`config.mk`:
```
export PLATFORM = sky130hd
export DESIGN_NAME = ball_motion
export DESIGN_NICKNAME = d
export VERILOG_FILES = /design/src/rtl/ball_motion.sv
export SDC_FILE = /design/constraint.sdc
export NUM_CORES = 1
export LEC_CHECK = 0
export ABC_CLOCK_PERIOD_IN_PS = 6700
export CORE_ASPECT_RATIO = 1.75
export CORE_MARGIN = 10
export CORE_UTILIZATION = 55
export CTS_BUF_LIST = sky130_fd_sc_hd__clkbuf_8
export DETAILED_ROUTE_END_ITERATION = 8
export MAX_ROUTING_LAYER = met4
export PLACE_DENSITY = 0.86
export SKIP_CTS_REPAIR_TIMING = 1
export SLEW_MARGIN = 10
export SYNTH_ARGS = -nofsm -noshare
export SYNTH_HDL_FRONTEND = slang
export SYNTH_SLANG_ARGS = --single-unit
```
`constraint.sdc`:
```
create_clock -name clock -period 6.7 [get_ports clock]
set_clock_uncertainty 0.1 [all_clocks]
set_input_delay 1.34 -clock clock [delete_from_list [all_inputs] [get_ports clock]]
set_output_delay 1.34 -clock clock [all_outputs]
set_load 0.02 [all_outputs]
```
`src/rtl/ball_motion.sv`:
```
// rtl/ball_motion.sv - Breakout ball position, bounce and miss logic advanced once per game tick
module ball_motion #(
    parameter int H_ACTIVE  = 640,
    parameter int V_ACTIVE  = 480,
    parameter int BALL_SIZE = 8,
    parameter int PADDLE_W  = 64,
    parameter int PADDLE_Y  = 448,
    parameter int STEP      = 2
) (
    input  logic       clock,
    input  logic       reset,
    input  logic       tick,
    input  logic       launch,
    input  logic [9:0] paddle_x,
    input  logic       brick_hit,
    output logic [9:0] ball_x,
    output logic [9:0] ball_y,
    output logic       moving,
    output logic       life_lost
);

    typedef enum logic [1:0] {
        S_IDLE,
        S_MOVING,
        S_LOST
    } state_t;

    localparam logic signed [11:0] STEP_S   = 12'(STEP);
    localparam logic signed [11:0] SIZE_S   = 12'(BALL_SIZE);
    localparam logic signed [11:0] PW_S     = 12'(PADDLE_W);
    localparam logic signed [11:0] PY_S     = 12'(PADDLE_Y);
    localparam logic signed [11:0] VA_S     = 12'(V_ACTIVE);
    localparam logic signed [11:0] X_MAX_S  = 12'(H_ACTIVE - BALL_SIZE);
    localparam logic [9:0]         X_MAX    = 10'(H_ACTIVE - BALL_SIZE);
    localparam logic [9:0]         Y_MAX    = 10'(V_ACTIVE - BALL_SIZE);
    localparam logic [9:0]         Y_REST   = 10'(PADDLE_Y - BALL_SIZE);
    localparam logic [9:0]         X_OFFSET = 10'(PADDLE_W / 2 - BALL_SIZE / 2);

    state_t state, state_nxt;
    logic [9:0] x_nxt, y_nxt;
    logic dx_right, dx_right_nxt;
    logic dy_down, dy_down_nxt;
    logic brick_pending, brick_pending_nxt;

    logic dy_eff;
    logic signed [11:0] bx, by, px, nx, ny;

    // Signed intermediates leave headroom for nx/ny going below 0 or past the right edge.
    assign bx     = $signed({2'b00, ball_x});
    assign by     = $signed({2'b00, ball_y});
    assign px     = $signed({2'b00, paddle_x});
    assign dy_eff = (brick_pending || brick_hit) ? ~dy_down : dy_down;
    assign nx     = bx + (dx_right ? STEP_S : -STEP_S);
    assign ny     = by + (dy_eff ? STEP_S : -STEP_S);

    always_comb begin
        state_nxt         = state;
        x_nxt             = ball_x;
        y_nxt             = ball_y;
        dx_right_nxt      = dx_right;
        dy_down_nxt       = dy_down;
        brick_pending_nxt = brick_pending;
        case (state)
            S_IDLE: begin
                x_nxt             = paddle_x + X_OFFSET;
                y_nxt             = Y_REST;
                brick_pending_nxt = 1'b0;
                if (launch) begin
                    state_nxt    = S_MOVING;
                    dx_right_nxt = 1'b1;
                    dy_down_nxt  = 1'b0;
                end
            end
            S_MOVING: begin
                if (tick) begin
                    brick_pending_nxt = 1'b0;
                    dy_down_nxt       = dy_eff;
                    if (nx <= 12'sd0) begin
                        x_nxt        = 10'd0;
                        dx_right_nxt = 1'b1;
                    end else if (nx >= X_MAX_S) begin
                        x_nxt        = X_MAX;
                        dx_right_nxt = 1'b0;
                    end else begin
                        x_nxt = nx[9:0];
                    end
                    if (ny <= 12'sd0) begin
                        y_nxt       = 10'd0;
                        dy_down_nxt = 1'b1;
                    end else if (dy_eff && (by + SIZE_S <= PY_S) && (ny + SIZE_S >= PY_S)
                                 && (nx + SIZE_S > px) && (nx < px + PW_S)) begin
                        y_nxt       = Y_REST;
                        dy_down_nxt = 1'b0;
                    end else if (ny + SIZE_S >= VA_S) begin
                        y_nxt     = Y_MAX;
                        state_nxt = S_LOST;
                    end else begin
                        y_nxt = ny[9:0];
                    end
                end else if (brick_hit) begin
                    brick_pending_nxt = 1'b1;
                end
            end
            S_LOST: begin
                state_nxt = S_IDLE;
            end
            default: begin
                state_nxt = S_IDLE;
            end
        endcase
    end

    always_ff @(posedge clock) begin
        if (reset) begin
            state         <= S_IDLE;
            ball_x        <= X_OFFSET;
            ball_y        <= Y_REST;
            dx_right      <= 1'b1;
            dy_down       <= 1'b0;
            brick_pending <= 1'b0;
            moving        <= 1'b0;
            life_lost     <= 1'b0;
        end else begin
            state         <= state_nxt;
            ball_x        <= x_nxt;
            ball_y        <= y_nxt;
            dx_right      <= dx_right_nxt;
            dy_down       <= dy_down_nxt;
            brick_pending <= brick_pending_nxt;
            moving        <= (state_nxt == S_MOVING);
            life_lost     <= (state_nxt == S_LOST);
        end
    end

endmodule

```
==> impl.org <==
** Drt
- Dividing the detail-routed via count by the number of cells gives between 6 and 7.
- Wire length on met3 :: 470 um
- Routed length on met2 :: 5600 um
- Once detail routing completed, the nets flagged for antenna violations numbered 0.
- Wire length after detailed routing :: 10300 um
- The first detailed-routing pass took 5 iterations.
- The detailed router finished its first iteration with between 200 and 250 violations.
- In the final routing, the length of wire on met1 measures 3530 um.
- Number of DRC violations after detailed routing :: 0
- In the final routed layout, each cell accounts on average for 19.1 um.
- For this block, the via count after detailed routing is 3609.
- Routed signal wires occupy layers up through met4.

** Yosys
- In the synthesized netlist the dominant register cell turns out to be sky130_fd_sc_hd__dfxtp_1.
- Mux cell area share after synthesis :: 0.298%
- After Yosys synthesis, and, or, nand and nor cells account for 26.5% of the synthesized area.
- Seq/Total Area, Yosys :: 15.5%
- Post-Synthesis Net Count :: 493
- Number of distinct library cells after synthesis :: 73
- YS warnings :: 0
- In the synthesized netlist, the number of instances is between 400 and 500.
- In the synthesized netlist the async set-or-reset flop fraction comes to 0%.
- The cell area that synthesis handed to floorplanning was 3360 um^2.
- A synthesized cell averages 7.59 um^2.
- Dominant combinational cell family by area after synthesis :: compound AO/OA/AOI/OAI gates
- The synthesized netlist devotes 6.51% of its cell area to XOR and XNOR gates.
- Post-synthesis compound-gate area fraction :: 30.7%
- Post-synthesis sequential element count :: 26
- Summing the areas of all fa, ha and maj instances in the mapped netlist gives between 10% and 20% of the synthesized area.
- Counting flops with a built-in enable in the synthesized netlist gives 0.

** Setup path
- Data on the critical path is required at its endpoint by 6.75 ns.
- The critical path in this run is classified as input port to register.
- Worst setup EP type :: register
- Endpoint arrival time on the critical path :: a little under 6 ns
- Of all nets on the critical path, the largest fanout is 9.
- Counting cells, the worst reg-to-reg path comes to 16.
- The worst setup path is launched from an input port.

** Timing
- Maximum frequency from static timing analysis :: 0.169 GHz
- Worst slew margin relative to its limit :: 22.7%
- In the finished design, the share of the clock period the worst path needs comes to 88.4%.
- Hold is met by 0.427 ns.
- Setup total negative slack on the finished layout was measured at 0 ns.
- Setup violations remaining at the end of the flow were counted as 0.
- Hold Vio Cnt, Final :: 0
- The number of pins exceeding their max-slew limit in the final report came to 0.
- Setup repair after global routing left no endpoint under its margin.
- Slew of the pin with the lowest slew margin :: roughly 1.1 ns
- After layout, the minimum clock period comes to 5.92 ns.

** Run status
- Run status :: completed

** Floorplanning
- The die covers 9760 um^2.
- The initial utilization of the core area, before any placement, comes to around 57%.
- Die span in x :: 79.1 um
- In this run the core area contains 37 standard-cell rows.
- Core box area :: 5930 um^2
- Die H :: 123 um
- Boundary pin count :: 37

** Global routing
- Number of global-route vias before repair :: around 3700
- Global-route usage over all layers :: 21.8%
- Wire length of the first global-routing pass :: 17200 um
- Global route total overflow :: 0
- The initial antenna violation count came to 0.
- Largest net degree at the start of global routing :: 24

** Power and ir drop
- Flop pwr share :: 21.7%
- For this design the ratio of total power to cell area is approximately 260 nW/um^2.
- The internal portion of the total power is 511 uW.
- Across the VDD grid, the largest voltage drop is 191 uV.
- In this run switching power makes up about half of total power.
- Leakage :: 1.49 nW
- Psw :: 489 uW
- Relative contribution of combinational cells to total power :: between 60% and 70%
- The clock network is responsible for 10.3% of the overall power.

** Clocking
- Total clock sinks :: 26
- In this run the clock root is driven by a sky130_fd_sc_hd__clkbuf_8.
- CTS built an H-tree with a depth of 1.
- Number of buffers added by the clock tree synthesis step :: 3
- CTS tree :: done
- Clock-pin slew was measured on the worst setup and hold paths at 0.09 ns.
- Clock latency on the worst-skew pair, taken at its later pin, is 0.27 ns.
- Clock Tree Buf Depth :: 2

** Cells and area
- The sequential cells in the finished layout cover a total of 520 um^2.
- The finished layout holds 541 standard cells, fillers aside.
- At the end of the flow, the number of nets in the layout was 514.
- Fill cell count :: 560
- In the final layout, the share of cells above drive strength 1 is under 10%.
- Multi-input logic area :: 2600 um^2
- Compared with the post-synthesis result, the final layout area differs by 12.5%.
- Diode count :: 0
- With fillers left out, the area of the finished cells amounts to 3780 um^2.

** Min path
- The worst hold path was traced through 2 stages.
- Path category of the worst min-delay check :: register to register

** Placed design
- The number of placed instances, taps included, is 537.
- Final RePlAce weighted congestion :: 1.02
- Summing all placed instances gives a cell area of 3730 um^2.
- Once detailed placement completed, the half-perimeter wirelength came to 8230 um.
- Number of input and output port buffers inserted :: 35

** Flow run
- Max cap viols :: 0
-- synth_stat cells, types with 3 or more instances --
cell	number	area share [%]
sky130_fd_sc_hd__o21ai_1	3	0.45
sky130_fd_sc_hd__and2_1	4	0.74
sky130_fd_sc_hd__a31oi_1	4	0.74
sky130_fd_sc_hd__xnor2_1	21	5.5
sky130_fd_sc_hd__and3_1	4	0.74
sky130_fd_sc_hd__dfxtp_1	26	15
sky130_fd_sc_hd__a211o_1	4	1.0
sky130_fd_sc_hd__nor3_1	19	2.8
sky130_fd_sc_hd__a21o_1	4	0.89
sky130_fd_sc_hd__or4_1	5	1.1
sky130_fd_sc_hd__a2111oi_0	6	1.6
sky130_fd_sc_hd__or3_1	7	1.3
sky130_fd_sc_hd__nand2_1	23	2.6
sky130_fd_sc_hd__o211ai_1	6	1.3
sky130_fd_sc_hd__nand4_1	10	1.9
sky130_fd_sc_hd__a211oi_1	11	2.5
sky130_fd_sc_hd__a22o_1	3	0.78
sky130_fd_sc_hd__inv_1	37	4.1
sky130_fd_sc_hd__o21a_1	9	2.0
sky130_fd_sc_hd__o21ai_0	22	3.3
sky130_fd_sc_hd__clkbuf_1	15	1.7
sky130_fd_sc_hd__o2111ai_1	4	1.0
sky130_fd_sc_hd__nor4_1	7	1.3
sky130_fd_sc_hd__a221oi_1	3	0.78
sky130_fd_sc_hd__nand2b_1	7	1.3
sky130_fd_sc_hd__ha_1	34	13
sky130_fd_sc_hd__nor2_1	39	4.4
sky130_fd_sc_hd__o31a_1	3	0.78
sky130_fd_sc_hd__nand3_1	20	3.0
sky130_fd_sc_hd__nor2b_1	6	1.1
sky130_fd_sc_hd__xor2_1	4	1.0
sky130_fd_sc_hd__a21oi_1	21	3.1
-- final timing paths --
kind / start / end / slack (ns)
hold reg to reg: ball_x[8] / ball_x[8] / 0.43
setup / recovery: brick_hit / ball_y[6] / 0.78
hold / removal: ball_x[8] / ball_x[8] / 0.43
setup reg to reg: dy_down / ball_y[6] / 1.87
-- state kept, by name (all words and copies together) (netlist names) --
name	cells
life_lost	1
state	2
brick_pending	1
ball_x	10
dx_right	1
dy_down	1
moving	1
ball_y	9
-- through the flow --
stage / util [%] / total power, mW / worst slack, ns
final: 63.8 / 1.00 / 0.778
after global routing: 63.8 / 1.08 / 0.487
after CTS: 63.8 / 0.993 / 0.864
after detailed placement: 62.9 / 0.888 / 0.585
after global placement: 62.9 / 0.871 / 0.777
after floorplan: - / 0.712 / 1.54
-- critical path, cell delays in order --
cell,delay (ns)
sky130_fd_sc_hd__clkdlybuf4s50_1,0.46
sky130_fd_sc_hd__nor3_1,0.60
sky130_fd_sc_hd__nor2_1,0.26
sky130_fd_sc_hd__xnor2_1,0.21
sky130_fd_sc_hd__ha_1,0.31
sky130_fd_sc_hd__a211oi_1,0.24
sky130_fd_sc_hd__a21oi_1,0.09
sky130_fd_sc_hd__xnor2_1,0.29
sky130_fd_sc_hd__ha_1,0.25
sky130_fd_sc_hd__inv_1,0.07
sky130_fd_sc_hd__a211o_1,0.23
sky130_fd_sc_hd__a211oi_2,0.32
sky130_fd_sc_hd__a311oi_1,0.18
sky130_fd_sc_hd__a41oi_2,0.30
sky130_fd_sc_hd__a21o_2,0.21
sky130_fd_sc_hd__a211oi_1,0.09
sky130_fd_sc_hd__or4_1,0.51
-- power by group through the flow --
stage	logic, mW	registers, mW	clock network, mW
floorplan	0.493	0.219	0
global placement	0.652	0.219	0
detailed placement	0.669	0.219	0
CTS	0.674	0.216	0.104
global route	0.749	0.221	0.111
finish	0.680	0.217	0.103
-- cell type report --
cell class | instances | share of cell area [%]
well taps | 78 | 2.58
repair buffers | 37 | 9.66
inverters | 37 | 3.67
multi-input cells | 359 | 68.9
flip-flops and latches | 26 | 13.8
clock buffers | 4 | 1.46
-- placed cells by master (no fill, tap or decap), types with 9 or more instances in the layout --
cell | netlist | layout
sky130_fd_sc_hd__clkdlybuf4s50_1 | 0 | 35
sky130_fd_sc_hd__nor3_1 | 19 | 19
sky130_fd_sc_hd__dfxtp_1 | 26 | 26
sky130_fd_sc_hd__nand4_1 | 10 | 10
sky130_fd_sc_hd__o21a_1 | 9 | 9
sky130_fd_sc_hd__o21ai_0 | 22 | 22
sky130_fd_sc_hd__nand3_1 | 20 | 20
sky130_fd_sc_hd__inv_1 | 37 | 37
sky130_fd_sc_hd__nand2_1 | 23 | 23
sky130_fd_sc_hd__a21oi_1 | 21 | 21
sky130_fd_sc_hd__ha_1 | 34 | 34
sky130_fd_sc_hd__xnor2_1 | 21 | 21
sky130_fd_sc_hd__a211oi_1 | 11 | 11
sky130_fd_sc_hd__nor2_1 | 39 | 39
-- logic make-up (layout without fill, tap and decap cells) --
group	Yosys count	count (layout)
buffers and inverters	58	78
adder cells (fa/ha/maj)	35	35
AO/OA/AOI/OAI	132	132
multiplexers	1	1
other	1	1
flip-flops	26	26
AND/OR/NAND/NOR	165	165
XOR/XNOR	25	25
-- routing by layer --
metal / up-vias / GRT usage [%]
met2: 153 / 39.9
met5: - / -
met3: 55 / 2.47
li1: 1704 / -
met4: 0 / 17.2
met1: 1697 / 19.8
Power figures use the tool's default switching activity.
